===== config.mk =====
export PLATFORM = sky130hd
export DESIGN_NAME = r2sdf_fft_ctrl
export DESIGN_NICKNAME = d
export VERILOG_FILES = /design/src/rtl/r2sdf_pkg.sv /design/src/rtl/r2sdf_stage_seq.sv /design/src/rtl/r2sdf_fft_ctrl.sv
export SDC_FILE = /design/constraint.sdc
export NUM_CORES = 1
export LEC_CHECK = 0
export BUFFER_PORTS_ARGS = -buffer_cell sky130_fd_sc_hd__buf_2
export CAP_MARGIN = 20
export CORE_ASPECT_RATIO = 0.7
export CORE_MARGIN = 4
export CORE_UTILIZATION = 30
export CTS_CLUSTER_DIAMETER = 50
export DETAILED_ROUTE_END_ITERATION = 8
export GPL_TIMING_DRIVEN = 0
export PLACE_DENSITY = 0.57
export SLEW_MARGIN = 20
export SYNTH_ARGS = -nofsm -noshare
export SYNTH_HDL_FRONTEND = slang
export SYNTH_SLANG_ARGS = --single-unit

===== constraint.sdc =====
create_clock -name clk -period 7.3 [get_ports clk]
set_clock_uncertainty 0.1 [all_clocks]
set_input_delay 1.095 -clock clk [delete_from_list [all_inputs] [get_ports clk]]
set_output_delay 1.095 -clock clk [all_outputs]
set_load 0.01 [all_outputs]

===== src/rtl/r2sdf_pkg.sv =====
// Shared definitions for the radix-2 SDF FFT sequencer: FSM encoding,
// per-stage latency/offset helpers and a bit-reverse helper.
package r2sdf_pkg;

  typedef enum logic [1:0] {IDLE, RUN, DRAIN, DONE} state_t;

  // Delay line of 2^(n-1-s) plus the butterfly/twiddle pipe registers.
  function automatic int stage_lat(input int s, input int n, input int pipe);
    return (1 << (n - 1 - s)) + pipe;
  endfunction

  function automatic int stage_off(input int s, input int n, input int pipe);
    int d;
    d = 0;
    for (int k = 0; k < s; k++) d += stage_lat(k, n, pipe);
    return d;
  endfunction

  function automatic logic [31:0] bitrev(input logic [31:0] x, input int n);
    logic [31:0] r;
    r = '0;
    for (int i = 0; i < 32; i++)
      if (i < n) r[i] = x[n-1-i];
    return r;
  endfunction

endpackage


===== src/rtl/r2sdf_stage_seq.sv =====
// Per-stage control for one SDF stage: enable window, butterfly select and
// twiddle address, all registered from the look-ahead global count.
module r2sdf_stage_seq #(
  parameter int N  = 4,
  parameter int S  = 0,
  parameter int D  = 0,
  parameter int L  = 9,
  parameter int GW = 6
) (
  input  logic          clk,
  input  logic          rst_n,
  input  logic          run,
  input  logic [GW-1:0] g,
  output logic          stage_en,
  output logic          bf_sel,
  output logic [N-2:0]  tw_addr
);

  int         gi;
  logic [N-1:0] cnt;
  logic       en;
  logic       bf;
  logic [N-2:0] tw;

  always_comb begin
    gi  = int'(g);
    cnt = N'(gi - D);
    // Window covers the frame plus one full flush of this stage's delay line.
    en  = run && (gi >= D) && (gi <= D + L + (1 << N) - 1);
    bf  = en && cnt[N-1-S];
    tw  = '0;
    if (S < N - 1 && en && !bf) tw = (N-1)'(cnt) << S;
  end

  always_ff @(posedge clk) begin
    if (!rst_n) begin
      stage_en <= 1'b0;
      bf_sel   <= 1'b0;
      tw_addr  <= '0;
    end else begin
      stage_en <= en;
      bf_sel   <= bf;
      tw_addr  <= tw;
    end
  end

endmodule


===== src/rtl/r2sdf_fft_ctrl.sv =====
// Frame sequencer for the radix-2 SDF FFT pipeline; R2SDF_CTRL_BITREV_EN makes
// op_idx the bit-reversed output count (natural frequency order).
module r2sdf_fft_ctrl
  import r2sdf_pkg::*;
#(
  parameter int N        = 4,
  parameter int STG_PIPE = 1
) (
  input  logic               clk,
  input  logic               rst_n,
  input  logic               start_ip,
  output logic               busy,
  output logic               in_valid,
  output logic [N-1:0]       stage_en,
  output logic [N-1:0]       bf_sel,
  output logic [N*(N-1)-1:0] tw_addr,
  output logic               op_valid,
  output logic [N-1:0]       op_idx,
  output logic               frame_done
);

  localparam int P          = 1 << N;
  localparam int DN         = stage_off(N, N, STG_PIPE);
  localparam int GW         = $clog2(P + DN + 1);
  localparam int LAST_RUN   = P - 1;
  localparam int LAST_DRAIN = DN + P - 1;

  state_t        state;
  state_t        state_nxt;
  logic [GW-1:0] g;
  logic [GW-1:0] g_nxt;
  logic          run_nxt;
  int            gn;
  logic          opv_nxt;
  logic [N-1:0]  idx_raw;
  logic [N-1:0]  idx_nxt;

  // Look ahead one cycle so every registered output matches the g it is shown with.
  always_comb begin
    state_nxt = state;
    g_nxt     = '0;
    run_nxt   = 1'b0;
    case (state)
      IDLE: if (start_ip) begin
        state_nxt = RUN;
        run_nxt   = 1'b1;
      end
      RUN: begin
        g_nxt   = g + 1'b1;
        run_nxt = 1'b1;
        if (g == GW'(LAST_RUN)) state_nxt = DRAIN;
      end
      DRAIN: begin
        g_nxt = g + 1'b1;
        if (g == GW'(LAST_DRAIN)) state_nxt = DONE;
        else                      run_nxt   = 1'b1;
      end
      DONE:    state_nxt = IDLE;
      default: state_nxt = IDLE;
    endcase
    gn      = int'(g_nxt);
    opv_nxt = run_nxt && (gn >= DN) && (gn <= LAST_DRAIN);
    idx_raw = N'(gn - DN);
`ifdef R2SDF_CTRL_BITREV_EN
    idx_nxt = N'(bitrev(32'(idx_raw), N));
`else
    idx_nxt = idx_raw;
`endif
  end

  always_ff @(posedge clk) begin
    if (!rst_n) begin
      state      <= IDLE;
      g          <= '0;
      busy       <= 1'b0;
      in_valid   <= 1'b0;
      op_valid   <= 1'b0;
      op_idx     <= '0;
      frame_done <= 1'b0;
    end else begin
      state      <= state_nxt;
      g          <= g_nxt;
      busy       <= (state_nxt != IDLE);
      in_valid   <= run_nxt && (gn <= LAST_RUN);
      op_valid   <= opv_nxt;
      op_idx     <= opv_nxt ? idx_nxt : '0;
      frame_done <= (state_nxt == DONE);
    end
  end

  for (genvar s = 0; s < N; s++) begin : g_stage
    r2sdf_stage_seq #(
      .N (N),
      .S (s),
      .D (stage_off(s, N, STG_PIPE)),
      .L (stage_lat(s, N, STG_PIPE)),
      .GW(GW)
    ) u_seq (
      .clk     (clk),
      .rst_n   (rst_n),
      .run     (run_nxt),
      .g       (g_nxt),
      .stage_en(stage_en[s]),
      .bf_sel  (bf_sel[s]),
      .tw_addr (tw_addr[s*(N-1) +: N-1])
    );
  end

endmodule

==> results_dict.tcl, run 1 <==
set metrics [dict create \
    synth_mux_area_share_pct 2.93 \
    timing.hold.ws_ns 0.560 \
    ys_top_cells_by_area "dfxtp_1, ha_1, buf_4" \
    via_per_inst 4.32 \
    rsz0062_at_grt "no" \
    final_max_slew_viol_count 0 \
    antenna_cells 0 \
    num_vias 1200 \
    std_cell_rows 21 \
    crit_path_end_kind "flop" \
    ant_nets 0 \
    fin_crit_sh_pct 41.0 \
    nets 223 \
    clk_latency_ns 0.28 \
    placed_area_um2 1800 \
    root_buffer "clkbuf_8" \
    gp_congestion 0.851 \
    ys_seq_area_share_pct 38.0 \
    grt_overflow 0 \
    crit_buf_inv 3 \
    worstPathCellList "inv_1 -> ha_1 -> clkbuf_1 -> nand2_1 -> inv_1 -> ha_1 -> nand2b_1 -> a21oi_1 -> o31ai_1 -> nand3_1 -> nor3_1" \
    synthSimpleGateAreaFrac_pct 19.4 \
    wl_per_cell_um 11.7 \
    hold_class "reg2reg" \
    cp_data_required_time_ns 7.40 \
    post_cts_buffers 0 \
    setup_violations 0 \
    hold_buffers 0 \
    cts_max_level 2 \
    worstPathMaxFanout 10 \
    ys_types 43 \
    hpwl_um 2410 \
    ys.flop_type "dfxtp_1" \
    r2r_slack_ns 4.31 \
    seqPwrFrac_pct 51.9 \
    grt_max_degree 11 \
    antenna_found_initial 0 \
    dr.pass1.iters 4 \
    max_stage_delay_ns 0.40 \
    die_h_um 68.7 \
    cts_resized 0 \
    synthToLayoutAreaGrowth_pct 19.1 \
    finalInstanceArea_um2 1880 \
    synth_top_area_share_pct 38.0 \
    gr-usage-all-layers_pct 10.6 \
    drv_cap 0 \
    drt_wl_total_um 3240 \
    worstSetupPathType "reg2reg" \
    cp.arrival_ns 3.09 \
    relSlewSlack_pct 48.2 \
    cts.path.max_buffers 2 \
    core_um2 4940 \
    critPathSlowestCell "clkbuf_1" \
    grt_pass1_vias 1072 \
    start_util_pct 32.0 \
    synth_fa_ha_area_share_pct 8.72 \
    synth-xor-area-share_pct 3.33 \
    power.share.combinational_pct 11.7 \
    startpoint_type "flop" \
    cts_tree "done" \
    cts_buffers 5 \
    die_w_um 94.7 \
    grt_pass1_wl_um 5210 \
    top_level_ports 31 \
    synth-edff-count 0 \
    io_buffer_count 24 \
    period_minus_slack_ns 2.99 \
    synth_compound_area_share_pct 15.8 \
    critPathTopFamily "simple AND/OR/NAND/NOR gates" \
    async_reset_ff_share_pct 0 \
    tns_ns 0 \
    layout_setup_ws_ns 4.31 \
    cts_sinks 30 \
    outcome "finished, final reports clean" \
    switching_share_pct 24.5 \
    fin_util_pct 38.1 \
    p_switching_uw 80.1 \
    route.detailed.drc 0 \
    dieArea_um2 6510 \
    hold_viol 0 \
    leakagePower_uw 0.000846 \
    layout_commonest_cell "dfxtp_1" \
    drive_gt1_share_pct 26.8 \
    synth_top_family_by_area "simple AND/OR/NAND/NOR gates" \
    p_per_area_nw_per_um2 174 \
    intPower_uw 247 \
    synth-seq-cells 30 \
    worst_slew_pin_slew_ns 0.756 \
    maxClockFrequency_mhz 334 \
    clockPowerShare_pct 36.3 \
    synth.largest_area_cell "dfxtp_1" \
    clk_pin_slew_worst_paths_ns 0.06 \
    syn-cell-area_um2 1580 \
    avgSynthCellArea_um2 9.13 \
    syn_inst 173 \
    pre_cts_ws_ns 4.40 \
    mostFrequentLayoutCells "dfxtp_1, buf_2, nor2_1" \
    yosys_warnings 0 \
    ir_drop_mv 0.0527 \
    drt_iter0_drc 80 \
]
==> synthesized netlist by cell type (2+ instances only) <==
library cell,number
nand2b_1,6
xor2_1,2
mux2i_1,2
o31ai_1,4
dfxtp_1,30
nand4_1,2
and2_1,2
buf_4,14
ha_1,11
nand2_1,12
o21ai_0,3
nand3_1,4
nor2_1,16
a21oi_1,7
buf_2,2
nor3_1,12
xnor2_1,4
inv_1,10
nor4_1,3
a211oi_1,2
clkbuf_1,2
buf_6,2
==> path summary, 6_finish.rpt <==
kind,start,end,cells after the start
max reg2reg,state[0],g_stage[1].u_seq.tw_addr[1],11
min reg2reg,g[0],g_stage[2].u_seq.bf_sel,2
max,state[0],g_stage[1].u_seq.tw_addr[1],11
min,g[0],g_stage[2].u_seq.bf_sel,2
==> sequential cells by signal, summed over array words and instances, names as in the netlist <==
signal                  count
g_stage.u_seq.bf_sel        4
busy                        1
g                           6
in_valid                    1
frame_done                  1
op_valid                    1
g_stage.u_seq.tw_addr       6
state                       2
op_idx                      4
g_stage.u_seq.stage_en      4
==> power by group through the flow <==
stage          Clock, µW  Combinational (µW)  Sequential, µW
2_1_floorplan          0                27.7             173
3_3_place_gp           0                37.7             173
3_5_place_dp           0                37.7             173
4_1_cts              124                38.2             170
5_1_grt              133                43.5             170
6_report             119                38.3             170
==> worst register-to-register path, cell delays in order (launching register included) <==
cell and delay, ns:
dfxtp_1 0.39, inv_1 0.12, ha_1 0.33, clkbuf_1 0.40
nand2_1 0.31, inv_1 0.18, ha_1 0.21, nand2b_1 0.14
a21oi_1 0.05, o31ai_1 0.25, nand3_1 0.20, nor3_1 0.24
==> cell families after synthesis <==
family / Yosys count
muxes: 4
DFF: 30
xor gates and xnor gates: 6
and+or+nand+nor: 61
other: 1
adders and majority gates: 11
buffers and inverters: 30
AOI/OAI and AO/OA: 30
==> per-layer routing <==
layer | vias to the layer above | track usage (%) | share of wire (%)
li1 | 652 | - | -
met1 | 511 | 15.9 | 56
met2 | 30 | 13.0 | 36
met3 | 7 | 4.01 | 6.7
met4 | 0 | 4.86 | 1.8
met5 | - | 0 | 0
==> metrics by stage <==
| stage | power (µW) | cells |
|---|---|---|
| floorplan | 201 | 178 |
| global placement | 211 | 271 |
| detailed placement | 211 | 271 |
| CTS | 331 | 278 |
| global route | 346 | 278 |
| finish | 327 | 278 |
==> cell type report <==
cell class                      count  area (µm²)
Timing Repair Buffer               24         120
Sequential cell                    30         601
Fill cell                         529        3060
Multi-Input combinational cell    118         815
Buffer                             20         145
Clock buffer                        7        76.3
Tap cell                           69        86.3
Inverter                           10        37.5
Power figures use the tool's default switching activity.
==> run 2: changes to the inputs <==
--- a/config.mk
+++ b/config.mk
@@ -5,6 +5,7 @@
 export SDC_FILE = /design/constraint.sdc
 export NUM_CORES = 1
 export LEC_CHECK = 0
+export ABC_AREA = 1
 export BUFFER_PORTS_ARGS = -buffer_cell sky130_fd_sc_hd__buf_2
 export CAP_MARGIN = 20
 export CORE_ASPECT_RATIO = 0.7
@@ -13,7 +14,7 @@
 export CTS_CLUSTER_DIAMETER = 50
 export DETAILED_ROUTE_END_ITERATION = 8
 export GPL_TIMING_DRIVEN = 0
-export PLACE_DENSITY = 0.57
+export PLACE_DENSITY = 0.58
 export SLEW_MARGIN = 20
 export SYNTH_ARGS = -nofsm -noshare
 export SYNTH_HDL_FRONTEND = slang
==> constraint.sdc (replaced) <==
create_clock -name clk -period 2.5 [get_ports clk]
set_clock_uncertainty 0.1 [all_clocks]
set_input_delay 0.375 -clock clk [delete_from_list [all_inputs] [get_ports clk]]
set_output_delay 0.375 -clock clk [all_outputs]
set_load 0.01 [all_outputs]
==> run 2 against run 1 <==
  * Final cell count increased by 9.0%
  * Synthesized cell count up 12%
  * Sequential share of layout area decreased by 0.97 points
  * Die area up 1.9%
  * Setup slack got worse by 4.1 ns
  * First-iteration DRC count down 36%
  * Global-route usage is 0.90 points lower
  * Clock-buffer cell count is 1 lower
==> results_dict.tcl, run 2 <==
set metrics [dict create \
    async_reset_ff_share_pct 0 \
    switching_share_pct 26.4 \
    start_util_pct 30.8 \
    crit_path_end_kind "flop" \
    rsz0062_at_grt "no" \
    ys_types 30 \
    clk_pin_slew_worst_paths_ns 0.06 \
    num_vias 1223 \
    cts_buffers 5 \
    die_w_um 95.6 \
    ys_top_cells_by_count "dfxtp_1, inv_1, nand2_1" \
    p_per_area_nw_per_um2 530 \
    nets 244 \
    mostFrequentLayoutCells "dfxtp_1, buf_2, nor2_1, nand2_1, inv_1" \
    cp_data_required_time_ns 2.57 \
    maxClockFrequency_mhz 440 \
    r2r_cells 15 \
    power.share.combinational_pct 13.2 \
    gr-usage-all-layers_pct 9.75 \
    root_buffer "clkbuf_8" \
    period_minus_slack_ns 2.27 \
    hpwl_um 2330 \
    top_level_ports 31 \
    drt_iter0_drc 51 \
    drt_wl_total_um 3010 \
    min_path_cells 3 \
    antenna_found_initial 0 \
    p_switching_uw 272 \
    synthToLayoutAreaGrowth_pct 20.2 \
    dr.pass1.iters 4 \
    tns_ns 0 \
    via_per_inst 4.04 \
    avgSynthCellArea_um2 8.31 \
    cts_max_level 2 \
    ys_seq_area_share_pct 37.2 \
    grt_max_degree 11 \
    synth.most_common_cell "dfxtp_1" \
    ys_top_cells_by_area "dfxtp_1, ha_1, buf_4" \
    fin_cells 303 \
    hold_viol 0 \
    grt_overflow 0 \
    yosys_warnings 0 \
    outcome "finished, final reports clean" \
    wl_per_cell_um 9.93 \
    ant_nets 0 \
    startpoint_type "flop" \
    worstSetupPathType "reg2reg" \
    placed_area_um2 1840 \
    fin_crit_sh_pct 90.9 \
    reg_top3 "g x6, g_stage.u_seq.tw_addr x6" \
    worstPathMaxFanout 7 \
    drv_cap 0 \
    leakagePower_uw 0.000965 \
    worstHoldEndpoint "busy" \
    die_h_um 69.3 \
    setup_violations 0 \
    cts_sinks 30 \
    synth-edff-count 0 \
    hold_class "in2reg" \
    cts_tree "done" \
    clk_latency_ns 0.28 \
    route.detailed.drc 0 \
    cp.arrival_ns 2.34 \
    grt_pass1_vias 1072 \
    hold_buffers 0 \
    finalInstanceArea_um2 1940 \
    antenna_cells 0 \
    cts.path.max_buffers 2 \
    synth-seq-cells 30 \
    seqPwrFrac_pct 48.0 \
    intPower_uw 757 \
    regToRegEndpoint "g_stage[1].u_seq.tw_addr[1]" \
    io_buffer_count 24 \
    final_max_slew_viol_count 0 \
    ys.flop_type "dfxtp_1" \
    core_um2 5230 \
    dieArea_um2 6630 \
    clockPowerShare_pct 38.8 \
    syn-cell-area_um2 1610 \
    ir_drop_mv 0.178 \
    synth_top_area_share_pct 37.2 \
    std_cell_rows 22 \
    drive_gt1_share_pct 36.8 \
    synth.largest_area_cell "dfxtp_1" \
    r2r_slack_ns 0.23 \
    syn_inst 194 \
    gp_congestion 0.806 \
    r2r_start "state[0]" \
    layout_commonest_cell "dfxtp_1" \
    grt_pass1_wl_um 5020 \
    place_inst 295 \
    min-delay-start "rst_n" \
]
==> run 2: cell types whose count changed in the layout (fill, tap and decap cells not counted), moves of 6 or more <==
cell      previous run  this run
nand2b_1             6         0
inv_1               10        21
nand2_2              0         7
nand2_1             12        22
nand3_1              4        13
nor2_1              16        22
nor3_1              12         2
inv_2                0         6
==> run 2: area by class of cell <==
class	instances	area (µm²)
buffer	16	128
clock buffer	6	82.6
clock inverter	2	12.5
fill	557	3290
inverter	28	105
multi-input combinational	125	801
sequential	30	601
tap	72	90.1
timing repair buffer	24	120
==> run 2: power by group through the flow <==
stage	sequential (µW)	combinational (µW)	clock, µW
floorplan	506	102	0
global placement	504	132	0
detailed placement	504	132	0
CTS	494	133	416
global route	494	153	438
finish	494	135	399
==> run 2: per-stage QoR <==
stage	total power [µW]	util [%]	hold WS (ns)	worst slack (ns)
4_1_cts	1040	37.0	0.248	0.0781
3_5_place_dp	636	35.2	0.535	0.107
2_1_floorplan	608	-	0.391	0.395
3_3_place_gp	636	35.2	0.552	0.0846
6_report	1030	37.1	0.253	0.227
5_1_grt	1090	37.1	0.286	0.0225
==> run 2: critical path: stages, from the launching register on <==
cell	delay, ns
dfxtp_1	0.38
inv_1	0.13
ha_1	0.31
buf_6	0.13
inv_2	0.06
nor2_4	0.17
inv_2	0.10
ha_1	0.18
inv_1	0.11
nand3_1	0.10
nand2_1	0.08
nand3_1	0.06
nand2_1	0.08
inv_2	0.04
nand3_1	0.09
nor2_1	0.05
==> run 2: routing by layer <==
metal | share of wire (%) | wire length [µm] | up-vias | track usage, %
met4 | 0.83 | 25 | 0 | 2.84
met3 | 7.2 | 217 | 3 | 3.90
met1 | 56 | 1680 | 528 | 14.9
met2 | 36 | 1090 | 32 | 12.2
met5 | 0 | 0 | - | 0
li1 | - | - | 660 | -
==> run 2: what timing repair did <==
action                     in CTS  in global routing
gates resized for setup         0                  3
setup buffers                   0                  0
setup endpoints to repair       0                  5
==> run 2: worst max path at each step <==
stage                                        endpoint     start  slack [ns]
final                     g_stage[1].u_seq.tw_addr[1]  state[0]        0.23
after global routing      g_stage[1].u_seq.tw_addr[1]  state[0]        0.02
after CTS                 g_stage[1].u_seq.tw_addr[1]  state[0]        0.08
after detailed placement  g_stage[1].u_seq.tw_addr[1]  state[0]        0.11
after global placement    g_stage[1].u_seq.tw_addr[1]  state[0]        0.08
after floorplan           g_stage[1].u_seq.tw_addr[1]  state[0]        0.39
==> run 2: kinds of logic after synthesis <==
logic type,after synthesis,synth area share (%)
AOI/OAI and AO/OA,14,5.90
xor gates and xnor gates,3,1.63
adders and majority gates,11,8.53
buffers and inverters,44,14.4
DFF,30,37.2
other,1,0.233
and+or+nand+nor,91,32.0
==> run 3: changes to the inputs <==
--- a/config.mk
+++ b/config.mk
@@ -14,7 +14,7 @@
 export CTS_CLUSTER_DIAMETER = 50
 export DETAILED_ROUTE_END_ITERATION = 8
 export GPL_TIMING_DRIVEN = 0
-export PLACE_DENSITY = 0.58
+export PLACE_DENSITY = 0.57
 export SLEW_MARGIN = 20
 export SYNTH_ARGS = -nofsm -noshare
 export SYNTH_HDL_FRONTEND = slang
==> constraint.sdc (replaced) <==
create_clock -name clk -period 2.23 [get_ports clk]
set_clock_uncertainty 0.1 [all_clocks]
set_input_delay 0.3345 -clock clk [delete_from_list [all_inputs] [get_ports clk]]
set_output_delay 0.3345 -clock clk [all_outputs]
set_load 0.01 [all_outputs]
==> run 3 against run 2 <==
  * Clock-buffer cell count is the same
  * Global-route usage is essentially flat
  * Via count grew 1.3%
  * Largest cell class unchanged
  * Sequential cell count is the same
  * Utilization grew 0.72 points
  * Maximum frequency grew 10%
  * Largest power group unchanged
  * Critical path depth shrank 3
  * Total power grew 14%
  * Final cell count grew 0.66%
==> results_dict.tcl, run 3 (same netlist as run 2, synthesis figures left out) <==
set metrics [dict create \
    outcome "finished, final reports clean" \
    cts_tree "done" \
    worstSetupPathType "reg2reg" \
    maxClockFrequency_mhz 486 \
    top_level_ports 31 \
    drive_gt1_share_pct 39.5 \
    crit_buf_inv 4 \
    drt_iter0_drc 63 \
    gr-usage-all-layers_pct 9.75 \
    die_h_um 69.3 \
    cts_sinks 30 \
    fin_crit_sh_pct 92.3 \
    seqPwrFrac_pct 47.4 \
    clockPowerShare_pct 39.0 \
    wl_per_cell_um 10.1 \
    r2r_start "state[0]" \
    dieArea_um2 6630 \
    fin_cells 305 \
    crit_path_end_kind "flop" \
    layout_commonest_cell "dfxtp_1" \
    antenna_found_initial 0 \
    grt_overflow 0 \
    nets 246 \
    reg_top3 "g x6, g_stage.u_seq.tw_addr x6" \
    hold_class "in2reg" \
    final_max_slew_viol_count 0 \
    die_w_um 95.6 \
    via_per_inst 4.06 \
    drt_wl_total_um 3070 \
    cts_buffers 5 \
    total_power_uw 1170 \
    leakagePower_uw 0.000980 \
    clk_latency_ns 0.28 \
    worstPathCellList "inv_2 -> ha_4 -> buf_6 -> inv_2 -> nor2_4 -> buf_4 -> ha_1 -> or2_2 -> nand2_1 -> nand3_1 -> nand4_1 -> nor2_1" \
    clk_pin_slew_worst_paths_ns 0.07 \
    ir_drop_mv 0.254 \
    grt_max_degree 11 \
    start_util_pct 30.8 \
    p_switching_uw 316 \
    io_buffer_count 24 \
    rsz0062_at_grt "no" \
    root_buffer "clkbuf_8" \
    std_cell_rows 22 \
    num_vias 1239 \
    power.share.combinational_pct 13.6 \
    grt_pass1_wl_um 5150 \
    gp_congestion 0.795 \
    setup_violations 0 \
    critPathSlowestCell "dfxtp_2" \
    cts.path.max_buffers 2 \
    startpoint_type "flop" \
    mostFrequentLayoutCells "dfxtp_1, buf_2, nor2_1, nand2_1, inv_1" \
    route.detailed.drc 0 \
    switching_share_pct 27.0 \
    crit_top_cell "inv_2" \
    core_um2 5230 \
    dr.pass1.iters 4 \
    cp_data_required_time_ns 2.31 \
    hpwl_um 2320 \
    place_inst 295 \
    cts_max_level 2 \
    drv_cap 0 \
    cp.arrival_ns 2.14 \
    synthToLayoutAreaGrowth_pct 22.6 \
    hold_viol 0 \
    crit_start "state[0]" \
    grt_pass1_vias 1111 \
    fin_util_pct 37.8 \
    intPower_uw 854 \
    p_per_area_nw_per_um2 592 \
    ant_nets 0 \
    antenna_cells 0 \
    max_stage_delay_ns 0.36 \
    critPathTopFamily "simple AND/OR/NAND/NOR gates" \
    period_minus_slack_ns 2.06 \
    worstPathMaxFanout 6 \
    min-delay-start "rst_n" \
]
-- run 3: path summary, 6_finish.rpt --
check                                 end  depth (start not counted)  slack (ns)
setup / recovery  g_stage[2].u_seq.bf_sel                         12        0.17
hold / removal                   state[1]                          3        0.21
setup reg to reg  g_stage[2].u_seq.bf_sel                         12        0.17
hold reg to reg                frame_done                          4        0.63
-- run 3: stage by stage --
stage | setup TNS, ns | area (µm²) | setup slack, ns | hold WS (ns)
2_1_floorplan | 0 | 1630 | 0.125 | 0.351
3_3_place_gp | -0.970 | 1840 | -0.203 | 0.512
3_5_place_dp | -0.791 | 1840 | -0.178 | 0.510
4_1_cts | 0 | 1960 | 0.0137 | 0.216
5_1_grt | 0 | 1980 | 0.0344 | 0.268
6_report | 0 | 1980 | 0.172 | 0.209
-- run 3: routing by layer --
metal  GRT usage [%]  part of all wire [%]
met5               0                     0
met4            1.42                     0
met3            4.01                   7.1
met2            12.2                    36
met1            15.5                    56
-- run 3: tightest hold or removal path, delay by kind of cell --
family	cells	cell delay, ns
buf+inv	2	0.16
simple gates	1	0.07
-- run 3: power groups by stage --
stage          clock [µW]  combinational, µW  sequential, µW
6_report              456                159             554
2_1_floorplan           0                115             567
5_1_grt               492                178             555
3_5_place_dp            0                148             565
3_3_place_gp            0                148             565
4_1_cts               466                155             554
-- run 3: area by class of cell --
cell class	instances	area, µm²
fillers	548	3250
clock buffers	6	82.6
well taps	72	90.1
flip-flops and latches	30	603
clock inverters	2	12.5
plain buffers	16	128
repair buffers	26	135
inverters	28	108
multi-input cells	125	818
-- run 3: timing repair --
action                                  in CTS  in global routing
gates cloned                                 0                  0
endpoints found under the setup margin      11                 10
gates resized for setup                      4                  6
pin swaps                                    1                  1
setup buffers                                2                  0
hold buffers                                 0                  0
